**config.mk**
```make
export PLATFORM = sky130hd
export DESIGN_NAME = whack_game_core
export DESIGN_NICKNAME = d
export VERILOG_FILES = /design/src/rtl/whack_game_core.sv
export SDC_FILE = /design/constraint.sdc
export NUM_CORES = 1
export LEC_CHECK = 0
export ABC_AREA = 1
export ABC_CLOCK_PERIOD_IN_PS = 12200
export BUFFER_PORTS_ARGS = -buffer_cell sky130_fd_sc_hd__buf_2
export CORE_MARGIN = 3
export CORE_UTILIZATION = 53
export DETAILED_ROUTE_END_ITERATION = 6
export PLACE_DENSITY = 0.79
export REMOVE_ABC_BUFFERS = 1
export SLEW_MARGIN = 5
export SYNTH_ARGS = -nofsm -noshare
export SYNTH_HDL_FRONTEND = slang
export SYNTH_SLANG_ARGS = --single-unit
```
**constraint.sdc**
```tcl
create_clock -name clk -period 12.2 [get_ports clk]
set_input_delay 1.22 -clock clk [delete_from_list [all_inputs] [get_ports clk]]
set_output_delay 1.22 -clock clk [all_outputs]
set_load 0.01 [all_outputs]
```
**src/rtl/whack_game_core.sv**
```systemverilog
// Whack-a-mole game core: game-phase FSM, seconds timer, LFSR-driven mole
// placement, arm/hit/miss scoring with saturating counters.
module whack_game_core #(
  parameter int unsigned NUM_HOLES      = 5,
  parameter int unsigned TICK_DIV       = 100_000_000,
  parameter int unsigned COUNTDOWN_SEC  = 3,
  parameter int unsigned GAME_SEC       = 30,
  parameter int unsigned LED_TICKS_EASY = 300_000_000,
  parameter int unsigned LED_TICKS_MED  = 200_000_000,
  parameter int unsigned LED_TICKS_HARD = 100_000_000,
  parameter int unsigned GAP_TICKS      = 25_000_000,
  parameter int unsigned MAX_SCORE      = 99
) (
  input  logic                 clk,
  input  logic                 reset,
  input  logic                 start_pulse,
  input  logic                 clear_pulse,
  input  logic                 level_pulse,
  input  logic                 hammer_pulse,
  input  logic [NUM_HOLES-1:0] sw,
  output logic [NUM_HOLES-1:0] mole_led,
  output logic [6:0]           score,
  output logic [6:0]           miss_count,
  output logic [5:0]           sec_value,
  output logic [1:0]           game_state,
  output logic [1:0]           level
);

  typedef enum logic [1:0] {
    StIdle      = 2'd0,
    StCountdown = 2'd1,
    StPlay      = 2'd2,
    StOver      = 2'd3
  } state_e;

  state_e               state_q, state_d;
  logic [31:0]          tick_cnt_q;
  logic [5:0]           sec_q;
  logic [1:0]           level_q;
  logic [6:0]           score_q, miss_q;
  logic [15:0]          lfsr_q;
  logic                 mole_lit_q;
  logic [31:0]          mole_timer_q;
  logic [3:0]           mole_idx_q;
  logic [NUM_HOLES-1:0] arm_q, sw_prev_q;

  logic                 tick, sec_done, state_entry;
  logic                 in_play, play_run;
  logic [31:0]          led_ticks;
  logic                 lit_done, gap_done;
  logic                 hit, whiff, timeout, arm_clear, score_clear;
  logic [3:0]           mod_idx, cand_idx;
  logic [NUM_HOLES-1:0] lit_mask;

  assign tick        = (tick_cnt_q == 32'(TICK_DIV - 1));
  assign sec_done    = tick && (sec_q == 6'd1);
  assign state_entry = (state_d != state_q);
  assign in_play     = (state_q == StPlay);
  // PLAY continues into the next cycle; mole logic resets whenever this is false
  assign play_run    = in_play && (state_d == StPlay);

  // Game phase state register
  always_ff @(posedge clk or posedge reset) begin
    if (reset) state_q <= StIdle;
    else       state_q <= state_d;
  end

  // Game phase next-state
  always_comb begin
    state_d = state_q;
    unique case (state_q)
      StIdle:      if (start_pulse) state_d = StCountdown;
      StCountdown: if (sec_done)    state_d = StPlay;
      StPlay:      if (sec_done)    state_d = StOver;
      StOver:      if (start_pulse) state_d = StCountdown;
      default:     state_d = StIdle;
    endcase
  end

  // Phase outputs: visible state and the lit mole LED
  always_comb begin
    game_state = state_q;
    mole_led   = (in_play && mole_lit_q) ? lit_mask : '0;
  end

  // Seconds prescaler and remaining-seconds counter, both reloaded on phase entry
  always_ff @(posedge clk or posedge reset) begin
    if (reset) begin
      tick_cnt_q <= '0;
      sec_q      <= '0;
    end else if (state_entry) begin
      tick_cnt_q <= '0;
      case (state_d)
        StCountdown: sec_q <= 6'(COUNTDOWN_SEC);
        StPlay:      sec_q <= 6'(GAME_SEC);
        default:     sec_q <= '0;
      endcase
    end else if (state_q == StCountdown || state_q == StPlay) begin
      tick_cnt_q <= tick ? '0 : tick_cnt_q + 32'd1;
      if (tick) sec_q <= sec_q - 6'd1;
    end
  end

  // Difficulty level steps only while idle
  always_ff @(posedge clk or posedge reset) begin
    if (reset) level_q <= '0;
    else if (state_q == StIdle && level_pulse) level_q <= (level_q == 2'd2) ? 2'd0 : level_q + 2'd1;
  end

  // Free-running Galois LFSR, x^16+x^14+x^13+x^11+1
  always_ff @(posedge clk or posedge reset) begin
    if (reset) lfsr_q <= 16'hACE1;
    else       lfsr_q <= {1'b0, lfsr_q[15:1]} ^ (lfsr_q[0] ? 16'hB400 : 16'h0000);
  end

  // Candidate mole index, nudged forward so the same hole never lights twice in a row
  always_comb begin
    cand_idx = mod_idx;
    if (cand_idx == mole_idx_q) begin
      cand_idx = (cand_idx == 4'(NUM_HOLES - 1)) ? 4'd0 : cand_idx + 4'd1;
    end
  end

  assign mod_idx  = 4'(lfsr_q % 16'(NUM_HOLES));
  assign lit_mask = {{(NUM_HOLES-1){1'b0}}, 1'b1} << mole_idx_q;

  // Lit time for the current level
  always_comb begin
    case (level_q)
      2'd0:    led_ticks = 32'(LED_TICKS_EASY);
      2'd1:    led_ticks = 32'(LED_TICKS_MED);
      default: led_ticks = 32'(LED_TICKS_HARD);
    endcase
  end

  assign lit_done    = mole_lit_q && (mole_timer_q == led_ticks - 32'd1);
  assign gap_done    = !mole_lit_q && (mole_timer_q == 32'(GAP_TICKS - 1));
  assign hit         = in_play && mole_lit_q && hammer_pulse && |(arm_q & lit_mask);
  assign whiff       = in_play && hammer_pulse && !hit;
  // A mole still lit when the game ends is not charged
  assign timeout     = play_run && lit_done && !hit;
  assign arm_clear   = !play_run || hammer_pulse || lit_done;
  assign score_clear = ((state_q == StIdle || state_q == StOver) && clear_pulse) ||
                       (state_q == StOver && start_pulse);

  // Mole sub-FSM: GAP -> LIT -> GAP, index latched on entering LIT
  always_ff @(posedge clk or posedge reset) begin
    if (reset) begin
      mole_lit_q   <= 1'b0;
      mole_timer_q <= '0;
      mole_idx_q   <= '0;
    end else if (!play_run || hit) begin
      mole_lit_q   <= 1'b0;
      mole_timer_q <= '0;
    end else if (mole_lit_q) begin
      if (lit_done) begin
        mole_lit_q   <= 1'b0;
        mole_timer_q <= '0;
      end else begin
        mole_timer_q <= mole_timer_q + 32'd1;
      end
    end else if (gap_done) begin
      mole_lit_q   <= 1'b1;
      mole_timer_q <= '0;
      mole_idx_q   <= cand_idx;
    end else begin
      mole_timer_q <= mole_timer_q + 32'd1;
    end
  end

  // Arm flags: rising switch edge on the lit hole arms it; any hammer or LIT exit disarms
  always_ff @(posedge clk or posedge reset) begin
    if (reset) begin
      arm_q     <= '0;
      sw_prev_q <= '0;
    end else begin
      arm_q     <= arm_clear ? '0 : (arm_q | (sw & ~sw_prev_q & mole_led));
      sw_prev_q <= sw;
    end
  end

  // Saturating score and miss counters
  always_ff @(posedge clk or posedge reset) begin
    if (reset) begin
      score_q <= '0;
      miss_q  <= '0;
    end else if (score_clear) begin
      score_q <= '0;
      miss_q  <= '0;
    end else begin
      if (hit && score_q != 7'(MAX_SCORE)) score_q <= score_q + 7'd1;
      if ((whiff || timeout) && miss_q != 7'(MAX_SCORE)) miss_q <= miss_q + 7'd1;
    end
  end

  assign score      = score_q;
  assign miss_count = miss_q;
  assign sec_value  = sec_q;
  assign level      = level_q;

endmodule

```
# [After elaboration in Yosys (flattened, before gate mapping)]
# Cells that the tools add are included.
[totals] regBits=119 output_inout_bits=29
[classes] n_addsub=8 div_mod_pow=1 n_eq_ne=16 shift=1 muxes=30 bitwise_logic=8 reduce_logical=36
[op_table] op="32-bit 2-to-1 mux" n=7
[op_table] op="32-bit by 1-bit adder with 32-bit output (second input constant)" n=2
[op_table] op="29-bit case mux with 2 select lines" n=1
[op_table] op="32-bit by 25-bit equality test with 1-bit output (second input constant)" n=1
[op_table] op="32-bit by 27-bit equality test with 1-bit output (second input constant)" n=1
[op_table] op="32-bit equality test" n=1
[op_table] op="32-bit by 1-bit subtractor with 32-bit output (second input constant)" n=1
[op_table] op="7-bit 2-to-1 mux" n=4
[op_table] op="6-bit 2-to-1 mux" n=3
[op_table] op="1-bit logical AND" n=16
[op_table] op="16-bit by 3-bit remainder unit with 16-bit output (second input constant)" n=1
[op_table] op="16-bit 2-to-1 mux" n=1
[op_table] op="15-bit by 16-bit bitwise XOR with 16-bit output" n=1
[op_table] op="5-bit bitwise AND" n=3
[op_table] op="7-bit by 1-bit adder with 7-bit output (second input constant)" n=2
[op_table] op="7-bit != test (second input constant)" n=2
[op_table] op="5-bit 2-to-1 mux" n=2
[op_table] op="5-bit case mux with 2 select lines" n=1
[op_table] op="2-bit equality test (second input constant)" n=4
[op_table] op="2-bit 2-to-1 mux" n=4
[op_table] op="4-bit 2-to-1 mux" n=2
[op_table] op="2-bit nonzero test" n=4
[op_table] op="1-bit logical OR" n=7
[op_table] op="2-bit by 1-bit equality test with 1-bit output (second input constant)" n=3
[op_table] op="other kinds (19)" n=26

# [Depth between registers and ports, before layout]
[logic_depth] word_depth=12 depth_mapped=78

# [Worst setup path before layout]
# Ideal clock, no wire load.
[synth_path] path_kind="register to register" start="register lfsr_q[15]" end="register mole_idx_q[0]" setup_time_ns=0.117 arrival_ns=6.132 path_slack_ns=5.950 stages_incl_launch_ff=71 path_buffers=0 period_less_slack_ns=6.250 cell_sequence="dfstp_2 > inv_2 > nand2_2 > nand2_1 > nand2_1 > nand2_1 > a21boi_2 > nand2_2 > nand2_1 > nand2_1 > nand2_2 > inv_2 > nand2_4 > nand2_4 > nand2_2 > nand3_2 > nand2_2 > nand2_4 > [35 not listed] > nand2_1 > nand2_1 > inv_1 > ha_1 > inv_1 > or2_2 > nand3_1 > nand3_4 > nor2_8 > nand2_2 > nand2_1 > nand2_1 > nand2_1 > nand2_1 > nor2_4 > nand2_1 > nand3_1 > nand2_1"
[synth_via] elab_chain_cells=4 word_cells_on_any_way=6
[synth_rtl] item="from (decl)" line_no="41" rtl="logic [15:0] lfsr_q;"
[synth_rtl] item="from (signal assigned)" line_no="113" rtl="else lfsr_q <= {1'b0, lfsr_q[15:1]} ^ (lfsr_q[0] ? 16'hB400 : 16'h0000);"
[synth_rtl] item="16-bit by 3-bit remainder unit with 16-bit output *" line_no="124" rtl="assign mod_idx = 4'(lfsr_q % 16'(NUM_HOLES));"
[synth_rtl] item="4-bit by 1-bit adder with 4-bit output or 4-bit by 3-bit equality test with 1-bit output (tied branches)" line_no="120" rtl="cand_idx = (cand_idx == 4'(NUM_HOLES - 1)) ? 4'd0 : cand_idx + 4'd1;"
[synth_rtl] item="4-bit 2-to-1 mux" line_no="120"
[synth_rtl] item="4-bit 2-to-1 mux *" line_no="119" rtl="if (cand_idx == mole_idx_q) begin"
[synth_rtl] item="to (signal assigned)" line_no="165" rtl="mole_idx_q <= cand_idx;"
[synth_rtl] item="to (decl)" line_no="44" rtl="logic [3:0] mole_idx_q;"
# Mark *: on every way between the ends. The rest lies on a longest branch, timed or not.
# A chain may end at the register's enable or synchronous reset.

# [Worst setup path after layout]
[layout_path] start="register lfsr_q[15]" end="register mole_idx_q[1]"
# Same word-level chain as after synthesis.

==> results.ini <==
[outcome]
outcome = completed

[clocking]
clkLatencyLatePin_ns = 0.42
cts_root_buf = clkbuf_16
htreeDepth = 4
cts.sinks = 119
clk_path_buf_depth = 2
cts_tree = yes
numCtsBuffers = 17
holdBufCountCts = 0
post-cts-setup-buffers = 0
cts_resized = 0
cts.clk_slew.worst_paths_ns = 0.05

[yosys]
synth.distinct_cells = 52
yosysWarnings = 0
syn_area_um2 = 7950
ys_seq_area_share_pct = 37.6
synth-main-ff-cell = dfrtp_1
postSynthAreaPerCell_um2 = 7.29
synth_edf_count = 0
async_reset_ff_share_pct = 100
synth-seq-cells = 119
postSynthCellCount = 1090

[power]
ir_worst_vdd_uv = 181
powerDensity_nw_per_um2 = 157
leakagePower_nw = 4.26

[sta]
finalSetupViolCount = 0
hold_viol = 0
setup_tns_ns = 0
rsz0062_at_grt = no
relSlewSlack_pct = 27.6
slew_violations = 0
fmax_mhz = 143
fin_skew_ns = 0.00927
fin_crit_ns = 7.01
post-route-period-util_pct = 57.4
tightest_slew_ns = 1.08

[setup_path]
critPathMaxStageDelay_ns = 0.57
crit_path_frequent_cell = nand2_1
worstSetupPathType = register to register
crit_path_start_kind = register
cp.required_ns = 12.50
arrival_ns = 7.31
crit_path_end = mole_idx_q[1]
crit_path_max_fanout = 7
crit_start = lfsr_q[15]
r2r_start = lfsr_q[15]
rr_worst_depth = 70
critPathCaptureType = register
cp_slowest_cell = dfstp_2
r2r_slack_ns = 5.19
r2r_end = mole_idx_q[1]

[finish]
stdcell_area_um2 = 8910
fin_nets = 1166
n_antenna_cell = 0
drive_gt1_share_pct = 15.8
area_growth_pct = 12.1

[route]
wl_met2_um = 7820
ant_nets = 0
drtIter0Drc = 602
met1_length_um = 7930
dr.pass1.iters = 5
vias = 7249
avgRoutedWirePerCell_um = 12.6
drcViolationCount = 0
top_layer_used = met4
wl_met3_um = 754
wl_um = 16900
vias_per_cell = 5.43

[place]
hpwl_um = 12200
placedInstanceArea_um2 = 8330
gp_congestion = 0.936
numPortBuffers = 39

[floorplan]
dieArea_um2 = 16500
start_util_pct = 54.5
io_pins = 40
rows = 44
core-area_um2 = 14600
fp.dieH_um = 128
die_x_um = 128

[global_routing]
grt_max_degree = 74
antenna_found_initial = 0
grt_first_pass_wirelength_um = 29800
grt_overflow_total = 0
grt_usage_pct = 21.5
grt_pass1_vias = 6950

[run]
drv_cap = 0

[hold_path]
hold_path.class = register to register

routing by layer:
layer	track usage, %	vias to the layer above
li1	-	3681
met1	28.8	3346
met2	34.6	183
met3	3.94	39
met4	8.36	0
met5	0	-
worst min path at each step:
stage | startpoint | to | depth (start not counted)
after floorplan | lfsr_q[6] | lfsr_q[5] | 0
after global placement | lfsr_q[6] | lfsr_q[5] | 0
after detailed placement | lfsr_q[6] | lfsr_q[5] | 0
after CTS | lfsr_q[6] | lfsr_q[5] | 0
after global routing | lfsr_q[6] | lfsr_q[5] | 0
final | lfsr_q[6] | lfsr_q[5] | 0
critical path, delay by kind of cell, from the launching register on:
family                   cells  cell delay [ns]
buffers and inverters       10             0.63
flip-flops                   1             0.57
AO/OA/AOI/OAI                1             0.19
adder cells (fa/ha/maj)      2             0.32
AND/OR/NAND/NOR             57             5.16
synth_stat cells, types with 3 or more instances:
master | count | area [µm²]
clkinv_1 | 6 | 22.5
o21ai_2 | 3 | 26.3
inv_1 | 146 | 548
o21ai_0 | 43 | 215
o21ai_1 | 8 | 40.0
dfrtp_1 | 111 | 2780
nor4_1 | 21 | 131
a21oi_1 | 42 | 210
inv_2 | 20 | 75.1
o21a_1 | 3 | 22.5
a211oi_1 | 3 | 22.5
nand3b_1 | 5 | 37.5
clkinv_2 | 3 | 15.0
nand4_1 | 37 | 231
a31oi_1 | 9 | 56.3
nand2_4 | 4 | 45.0
nand3_4 | 3 | 52.6
nand2_1 | 203 | 762
dfstp_2 | 8 | 210
clkbuf_1 | 11 | 41.3
nand2_2 | 40 | 250
nor3_1 | 47 | 235
ha_1 | 18 | 225
xor2_1 | 33 | 289
nand3_2 | 14 | 140
or2_2 | 3 | 18.8
nor3b_1 | 3 | 22.5
nand3_1 | 96 | 480
nor2_1 | 118 | 443
xnor2_1 | 3 | 26.3
final cells by class:
cell class	instances	area, µm²
Inverter	176	674
Timing Repair Buffer	41	210
Clock buffer	22	474
Fill cell	1317	5680
Multi-Input combinational cell	782	4230
Tap cell	184	230
Sequential cell	119	2990
Clock inverter	10	103
power breakdown:
group          switching (mW)  leakage (nW)  internal (mW)
logic                   0.324          2.37          0.134
clock network           0.171         0.289          0.314
registers              0.0296          1.60          0.426
total                   0.525          4.26          0.874
state kept, by name, indices dropped and copies added (netlist names):
| name | cells |
|---|---|
| mole_timer_q | 32 |
| tick_cnt_q | 32 |
| lfsr_q | 16 |
| miss_count | 7 |
| score | 7 |
| sec_value | 6 |
| arm_q | 5 |
| sw_prev_q | 5 |
| mole_idx_q | 4 |
| game_state | 2 |
| level | 2 |
| mole_lit_q | 1 |
layout by cell type (no fill, tap or decap), types with 8 or more instances in the layout:
cell / n
nand4_1: 37
dfrtp_1: 111
o21ai_1: 8
nor4_1: 21
nand2_2: 40
nor3_1: 47
dfstp_2: 8
ha_1: 18
a21oi_1: 42
clkbuf_16: 17
inv_2: 20
o21ai_0: 43
nand3_1: 96
xor2_1: 33
nand3_2: 14
a31oi_1: 9
clkinv_2: 10
nand2_1: 203
inv_1: 145
nor2_1: 118
buf_2: 39
per-stage QoR:
step                total power, mW  hold slack (ns)  worst slack (ns)  util, %  instances
finish                         1.40            0.375              5.19     61.1       1334
global placement              0.904            0.370              5.48     57.1       1302
CTS                            1.41            0.377              5.21     61.1       1334
global route                   1.49            0.382              4.21     61.1       1334
floorplan                     0.784            0.361              5.95        -       1077
detailed placement            0.918            0.370              5.25     57.1       1302
kinds of logic after synthesis:
group,share of synthesized area (%)
and+or+nand+nor,36.7
buffers and inverters,9.18
AOI/OAI and AO/OA,9.46
DFF,37.6
xor gates and xnor gates,4.25
adders and majority gates,2.83
No activity file was read; power rests on OpenSTA's default activity.
